<file path="src/rtl/glyph_mode_pkg.sv">
// glyph_mode_pkg: shared types and encodings for the glyph-rain frame sequencer.
// Revision 1.0
`default_nettype none

package glyph_mode_pkg;

  localparam int FRAME_W_DEF = 10;

  typedef enum logic [1:0] {
    ST_INTRO = 2'd0,
    ST_RUN   = 2'd1,
    ST_PAUSE = 2'd2
  } seq_state_t;

  localparam logic [1:0] c_SPEED_DIV1 = 2'd0;
  localparam logic [1:0] c_SPEED_DIV2 = 2'd1;
  localparam logic [1:0] c_SPEED_DIV4 = 2'd2;
  localparam logic [1:0] c_SPEED_DIV8 = 2'd3;

  // Mode codes understood by hvsync_generator.
  localparam logic [1:0] c_MODE_640X480 = 2'd0;
  localparam logic [1:0] c_MODE_800X600 = 2'd1;
  localparam logic [1:0] c_MODE_1024X768 = 2'd2;
  localparam logic [1:0] c_MODE_1280X720 = 2'd3;

endpackage

`default_nettype wire

</file>
<file path="src/rtl/sync_rise_detect.sv">
// sync_rise_detect: optional N-flop synchronizer followed by a rising-edge detector.
// Revision 1.0
`default_nettype none

module sync_rise_detect #(
  parameter int STAGES = 2
) (
  input  logic clk,
  input  logic rst_n,
  input  logic i_d,
  output logic o_rise
);

  logic w_d;
  logic r_q;
  logic r_arm;

  generate
    if (STAGES == 0) begin : g_nosync
      assign w_d = i_d;
    end else begin : g_sync
      logic [STAGES-1:0] r_sync;
      always_ff @(posedge clk) begin
        if (!rst_n) r_sync <= '0;
        else        r_sync <= (r_sync << 1) | STAGES'(i_d);
      end
      assign w_d = r_sync[STAGES-1];
    end
  endgenerate

  // r_arm masks the first cycle after reset so a level already high is not an edge.
  always_ff @(posedge clk) begin
    if (!rst_n) begin
      r_q   <= 1'b0;
      r_arm <= 1'b0;
    end else begin
      r_q   <= w_d;
      r_arm <= 1'b1;
    end
  end

  assign o_rise = w_d & ~r_q & r_arm;

endmodule

`default_nettype wire

</file>
<file path="src/rtl/rain_frame_sequencer.sv">
// rain_frame_sequencer: frame counter, intro phase, speed/pause/step control and
// frame-boundary commit of palette and video mode. Revision 1.0
`default_nettype none

module rain_frame_sequencer
  import glyph_mode_pkg::*;
#(
  parameter int FRAME_W = FRAME_W_DEF,
  parameter int DIV_W   = 3
) (
  input  logic               clk,
  input  logic               rst_n,
  input  logic               i_vsync,
  input  logic               i_pause_req,
  input  logic               i_step,
  input  logic [1:0]         i_speed,
  input  logic [1:0]         i_pid_req,
  input  logic [1:0]         i_mode_req,
  output logic [FRAME_W-1:0] o_frame,
  output logic               o_intro_done,
  output logic               o_frame_tick,
  output logic [1:0]         o_pid,
  output logic [1:0]         o_mode,
  output logic               o_paused
);

  logic               w_vs_rise;
  logic               w_step_rise;
  logic [DIV_W-1:0]   w_div_max;
  logic [FRAME_W-1:0] w_frame_inc;
  logic               w_frame_last;

  seq_state_t         r_state;
  logic               r_was_intro;
  logic [DIV_W-1:0]   r_div;
  logic               r_step_pend;
  logic               r_bnd;
  logic [FRAME_W-1:0] r_frame;
  logic               r_intro_done;
  logic               r_tick;
  logic [1:0]         r_pid;
  logic [1:0]         r_mode;
  logic               r_paused;

  sync_rise_detect #(.STAGES(0)) u_vsync_edge (
    .clk    (clk),
    .rst_n  (rst_n),
    .i_d    (i_vsync),
    .o_rise (w_vs_rise)
  );

  sync_rise_detect #(.STAGES(2)) u_step_edge (
    .clk    (clk),
    .rst_n  (rst_n),
    .i_d    (i_step),
    .o_rise (w_step_rise)
  );

  assign w_div_max    = DIV_W'((32'd1 << i_speed) - 32'd1);
  assign w_frame_inc  = r_frame + FRAME_W'(1);
  assign w_frame_last = (r_frame == {FRAME_W{1'b1}});

  always_ff @(posedge clk) begin
    if (!rst_n) begin
      r_state      <= ST_INTRO;
      r_was_intro  <= 1'b0;
      r_div        <= '0;
      r_step_pend  <= 1'b0;
      r_bnd        <= 1'b0;
      r_frame      <= '0;
      r_intro_done <= 1'b0;
      r_tick       <= 1'b0;
      r_pid        <= 2'd0;
      r_mode       <= c_MODE_640X480;
      r_paused     <= 1'b0;
    end else begin
      r_bnd  <= w_vs_rise;
      r_tick <= 1'b0;

      if (r_bnd) begin
        r_pid       <= i_pid_req;
        // A pending step is either consumed here or stale; it never survives a boundary.
        r_step_pend <= 1'b0;

        if (i_mode_req != r_mode) begin
          r_mode       <= i_mode_req;
          r_frame      <= '0;
          r_div        <= '0;
          r_intro_done <= 1'b0;
          r_state      <= ST_INTRO;
          r_was_intro  <= 1'b0;
          r_paused     <= 1'b0;
          r_tick       <= 1'b1;
        end else begin
          case (r_state)
            ST_INTRO, ST_RUN: begin
              if (i_pause_req) begin
                r_state     <= ST_PAUSE;
                r_was_intro <= (r_state == ST_INTRO);
                r_div       <= '0;
                r_paused    <= 1'b1;
              end else if (r_div == w_div_max) begin
                r_div   <= '0;
                r_frame <= w_frame_inc;
                r_tick  <= 1'b1;
                if (r_state == ST_INTRO && w_frame_last) begin
                  r_state      <= ST_RUN;
                  r_intro_done <= 1'b1;
                end
              end else begin
                r_div <= r_div + DIV_W'(1);
              end
            end
            ST_PAUSE: begin
              if (!i_pause_req) begin
                r_state  <= r_was_intro ? ST_INTRO : ST_RUN;
                r_paused <= 1'b0;
              end else if (r_step_pend) begin
                r_frame <= w_frame_inc;
                r_tick  <= 1'b1;
                // Stepping across the intro wrap ends the intro phase as well.
                if (r_was_intro && w_frame_last) begin
                  r_was_intro  <= 1'b0;
                  r_intro_done <= 1'b1;
                end
              end
            end
            default: r_state <= ST_INTRO;
          endcase
        end
      end

      if (w_step_rise) r_step_pend <= 1'b1;
    end
  end

  assign o_frame      = r_frame;
  assign o_intro_done = r_intro_done;
  assign o_frame_tick = r_tick;
  assign o_pid        = r_pid;
  assign o_mode       = r_mode;
  assign o_paused     = r_paused;

endmodule

`default_nettype wire

</file>
<file path="config.mk">
export PLATFORM = sky130hd
export DESIGN_NAME = rain_frame_sequencer
export DESIGN_NICKNAME = d
export VERILOG_FILES = /design/src/rtl/glyph_mode_pkg.sv /design/src/rtl/sync_rise_detect.sv /design/src/rtl/rain_frame_sequencer.sv
export SDC_FILE = /design/constraint.sdc
export NUM_CORES = 1
export LEC_CHECK = 0
export CAP_MARGIN = 20
export CORE_UTILIZATION = 55
export DETAILED_ROUTE_END_ITERATION = 8
export PLACE_DENSITY = 0.83
export SETUP_SLACK_MARGIN = 0.05
export SYNTH_ARGS = -nofsm -noshare
export SYNTH_HDL_FRONTEND = slang
export SYNTH_SLANG_ARGS = --single-unit
</file>
<file path="constraint.sdc">
create_clock -name clk -period 4.8 [get_ports clk]
set_input_delay 0.48 -clock clk [delete_from_list [all_inputs] [get_ports clk]]
set_output_delay 0.48 -clock clk [all_outputs]
set_load 0.005 [all_outputs]
</file>
# == Word level (Yosys, flattened, before mapping) ==
# Cells that the tools add are included.
# totals
register_bits,30
latch_bits,0
ramBits,0
romBits,0
inputBits,11
output_inout_bits,17
wordCells,100
mem_count,0
# op_classes
n_addsub,3
n_mul,0
div_mod_pow,0
magnitude_cmp,0
eq_ne,15
n_shift,1
muxes,44
bitwise_logic,7
n_reduce_logical,15
# ops
operator,count
two-way mux 10 bit,5
two-way mux 1 bit,24
"!= test 3 bit, second input constant",8
case mux 10 bit (2 select lines),1
two-way mux 3 bit,4
AND reduction 6 bit,2
"adder 10 x 1 -> 10 bit, second input constant",1
"equality test 10 bit, second input constant",1
two-way mux 2 bit,5
"!= test 4 bit, second input constant",2
case mux 1 bit (2 select lines),4
AND reduction 4 bit,2
AND reduction 8 bit,1
AND reduction 2 bit,3
bitwise AND 1 bit,4
case mux 2 bit (2 select lines),1
nonzero test 2 bit,2
"adder 3 x 1 -> 3 bit, second input constant",1
equality test 3 bit,1
nonzero test 3 bit,1
"<< shifter 1 x 2 -> 3 bit, first input constant",1
"subtractor 3 x 1 -> 3 bit, second input constant",1
"equality test 2 x 1 -> 1 bit, second input constant",1
"equality test 2 bit, second input constant",1
other kinds (6),8

# == Depth between registers and ports, before layout ==
# logic_depth
ltp_word,7
ltp_mapped,6
depth_no_buf,6

# == Hierarchy ==
# Synthesis repeated with hierarchy kept, for this count alone.
# hier_totals
cells_unflattened,183
area_unflattened_um2,1517.7
# modules_own_cells
mod,instances,cells_each,area_each_um2,seq_area_each_um2
rain_frame_sequencer,1,171,1355.0,500.5
sync_rise_detect at u_step_edge,1,8,107.6,80.1
sync_rise_detect at u_vsync_edge,1,4,55.1,40.0

# == Least setup slack after synthesis ==
# OpenSTA, ideal clock, no wires.
# synth_path
path_kind,in2reg
start,input i_speed[0]
end,register r_frame[4] (netlist: o_frame[4])
setup_ps,75
arrival_ps,1999
required_time_ps,4725
path_slack_ps,2726
cell_stages,5
path_buffers,0
cell_sequence,or2_4 a2111oi_4 o21ai_4 or4_1 a31oi_1
# synth_via
elab_chain_len,5
# synth_lines
element,line_no,rtl
start: declaration,rain_frame_sequencer.sv:16,"input logic [1:0] i_speed,"
<< shifter 1 x 2 -> 3 bit,rain_frame_sequencer.sv:59,assign w_div_max = DIV_W'((32'd1 << i_speed) - 32'd1);
subtractor 3 x 1 -> 3 bit,rain_frame_sequencer.sv:59,
equality test 3 bit,rain_frame_sequencer.sv:102,end else if (r_div == w_div_max) begin
!= test 3 bit (no source line),n/a,
AND reduction 6 bit (no source line),n/a,
end signal: assignment,rain_frame_sequencer.sv:104,r_frame <= w_frame_inc;
end signal: assignment,rain_frame_sequencer.sv:119,r_frame <= w_frame_inc;
end: declaration,rain_frame_sequencer.sv:38,logic [FRAME_W-1:0] r_frame;
# Every way passes these cells.
# A chain may end at the register's enable or synchronous reset.

# == Final worst setup path ==
# layout_path
start,input i_speed[0]
end,register r_frame[3] (netlist: o_frame[3])
# The elaborated chain is that of the path after synthesis.

==> Implementation_results.wiki <==
{| class="wikitable"
! Metric !! Value
|-
| Longest Clk Path Bufs || 2
|-
| Type of element launching the critical path || input pin
|-
| Via density per instance || 6.223
|-
| Average cell area after synthesis || 8.244 µm²
|-
| 1st-pass router iterations || 4
|-
| Number of DRC markers in iteration 0 || 54
|-
| Post-route setup TNS || 0 ns
|-
| CTS sink cnt || 30
|-
| Largest cells by area after synthesis || dfxtp_1 39%, nand2_1 5.4%, nand3_1 3.9%
|-
| Die H || 54.66 µm
|-
| Worst-skew pair later-pin latency || approximately 0.35 ns
|-
| Outcome || finished, final reports clean
|-
| Port buffer count || 27
|-
| Tmin final || 2.404 ns
|-
| Core outline area || roughly 2500 µm²
|-
| I/O pin count || 28
|-
| Largest fanout on the critical path || 10
|-
| Estimated wirelength of the detail-placed design || 2424 µm
|-
| Number of H-tree branching levels || 2
|-
| #FFs+latches synth || 30
|-
| Ant diodes || 0
|-
| Initial Utilization || 0.5993
|-
| Maximum number of pins on one net before global-route repair || 19
|-
| Clock root buffer || clkbuf_4
|-
| Total wire length || 3444 µm
|-
| Arrival time reported for the critical path endpoint || around 2.7 ns
|-
| Post-synthesis async set-or-reset flop share || 0
|-
| Residual DRC || 0
|-
| Fraction of layout cells with a size suffix above 1 || 0.06250
|-
| RSZ-0062 raised after global routing || false
|-
| Number of placed instances, taps included || roughly 230
|-
| Final Skew || around 0.016 ns
|-
| Dominant synthesized flop cell || dfxtp_1
|-
| Post-DR wirelength/cell || around 14 µm
|-
| Number of filler cells placed in the layout || around 220
|-
| Post-synthesis instance total || between 150 and 200
|-
| Antenna violations before repair || 0
|-
| Pleak || ~0.00060 µW
|-
| Clock transition at path regs || 0.09 ns
|-
| Total setup violations reported at the end of the flow || 0
|-
| Synth cell count leaders || 30 x dfxtp_1, 22 x nand2_1, 15 x nor2_1
|-
| Peak supply drop || 0.2430 mV
|-
| Die width || around 55 µm
|-
| Part of the Yosys area used for sequential elements || 0.3938
|-
| DRT antenna net count || 0
|-
| Post-CTS Hold Buffers || 0
|-
| Most frequent cell after synthesis || dfxtp_1
|-
| Max-cap check violation count || 0
|-
| Post-synth EDFFs || 0
|-
| Category of the most critical setup path || input pin to register
|-
| Endpoint type of the worst setup path || register
|-
| Placer congestion estimate || 0.8691
|-
| CTS tree || yes
|-
| Wire length of the first global-routing pass || between 5000 and 6000 µm
|-
| Worst slew pin tran || about 0.68 ns
|-
| Tcrit/Tclk final || 0.5008
|-
| Layout area overhead || 21.08%
|-
| Gr ovfl total || 0
|-
| Syn_nets || roughly 200
|-
| Required time worst endpoint || just over 5 ns
|-
| Floorplan row count || 18
|-
| Yosys cell types || between 40 and 50
|-
| Total count of max-transition violations in the final report || 0
|-
| Net total in the final layout || between 200 and 250
|-
| Count of cells resized by post-cts repair || 0
|-
| Area of the die || roughly 3000 µm²
|-
| Final hold viol count || 0
|-
| Top cell type by total area after synthesis || dfxtp_1
|-
| Post-CTS setup repair buffer count || 0
|-
| Headroom to the max-slew limit || 0.5434
|-
| Via count || around 1500
|-
| Combined area of all synthesized cells || roughly 1500 µm²
|-
| Fmax || between 400 and 500 MHz
|-
| CTS buffer count || 5
|-
| Synthesis Warnings || 0
|-
| Total Routing Usage GR || 0.2532
|-
| Number of global-route vias before repair || 1237
|-
| Final instance count without filler cells || between 200 and 250
|-
| Power per Cell Area || between 200 and 250 nW/µm²
|-
| Worst hold path class || register to register
|-
| Share of the synthesized area in the top cell type || 0.3938
|}
[worst paths after layout]
check                           cells after the start                          from  slack, ns                            to
worst min-delay path                                1  u_step_edge.g_sync.r_sync[0]       0.46  u_step_edge.g_sync.r_sync[1]
worst max register to register                      5                      r_div[0]       2.62                    o_frame[3]
worst min register to register                      1  u_step_edge.g_sync.r_sync[0]       0.46  u_step_edge.g_sync.r_sync[1]
worst max-delay path                                6                    i_speed[0]       2.40                    o_frame[3]
[critical path, stage by stage]
cell	delay, ns
clkdlybuf4s50_1	0.45
or2_4	0.26
a2111oi_4	0.63
o21ai_4	0.17
or4_1	0.49
a31oi_1	0.17
[layout make-up]
type	instances	area, µm²	share of cell area
tap	30	37.54	0.02033
clock buffer	6	51.30	0.02778
sequential	30	600.6	0.3252
inverter	6	22.52	0.01220
multi-input combinational	139	864.6	0.4682
timing repair buffer	27	270.3	0.1463
[per-layer routing]
| layer | GRT usage | vias up | wire length (µm) |
|---|---|---|---|
| li1 | - | 731 | - |
| met1 | 0.2741 | 695 | 1483 |
| met2 | 0.4337 | 47 | 1701 |
| met3 | 0.06111 | 8 | 186 |
| met4 | 0.1624 | 0 | 72 |
| met5 | 0 | - | 0 |
[registers in the layout (all words and copies together), names as in the netlist, 2 cells and up]
name                       flops
r_div                          3
o_pid                          2
o_mode                         2
o_frame                       10
r_state                        2
u_step_edge.g_sync.r_sync      2
[cells by family (layout without fill, tap and decap cells)]
logic type,after synthesis,count (layout),synth area share
AND/OR/NAND/NOR,82,82,0.2773
AO/OA/AOI/OAI,48,48,0.2297
adder cells (fa/ha/maj),2,2,0.01640
buffers and inverters,16,39,0.03937
multiplexers,4,4,0.02625
XOR/XNOR,3,3,0.01723
flip-flops,30,30,0.3938
[per-stage QoR]
stage	instance area (µm²)	total power, µW	worst slack [ns]	util	hold WS (ns)
final	1847	452.8	2.396	0.7257	0.4571
after global routing	1847	467.1	2.241	0.7257	0.4755
after CTS	1847	453.5	2.406	0.7257	0.4540
after detailed placement	1795	307.1	2.067	0.7055	0.4236
after global placement	1795	305.8	2.155	0.7055	0.4176
after floorplan	1525	289.3	2.726	-	0.4119
[cell usage in the layout (no fill, tap or decap), types with 2 or more instances in the layout]
master           netlist  routed
and2_1                 5       5
a21oi_1                9       9
clkbuf_4               0       5
or3_1                  3       3
and3_1                 3       3
nand3_1               12      12
dfxtp_1               30      30
clkdlybuf4s50_1        0      27
o21ai_0               10      10
nand4_1                3       3
nor3_1                 5       5
inv_1                  5       5
a31oi_1                9       9
nor2_1                15      15
nor4_1                 2       2
nand2_1               22      22
or4_1                  3       3
o311ai_0               2       2
xnor2_1                2       2
o2111ai_1              2       2
ha_1                   2       2
mux2i_1                4       4
o211ai_1               6       6
[report_power, final]
| part | switching, µW | total [µW] | internal [µW] |
|---|---|---|---|
| registers | 4.28 | 258 | 253 |
| clock network | 84.9 | 151 | 65.8 |
| logic | 24.6 | 44.4 | 19.8 |
Note: power is estimated with default switching activity, not from simulation.
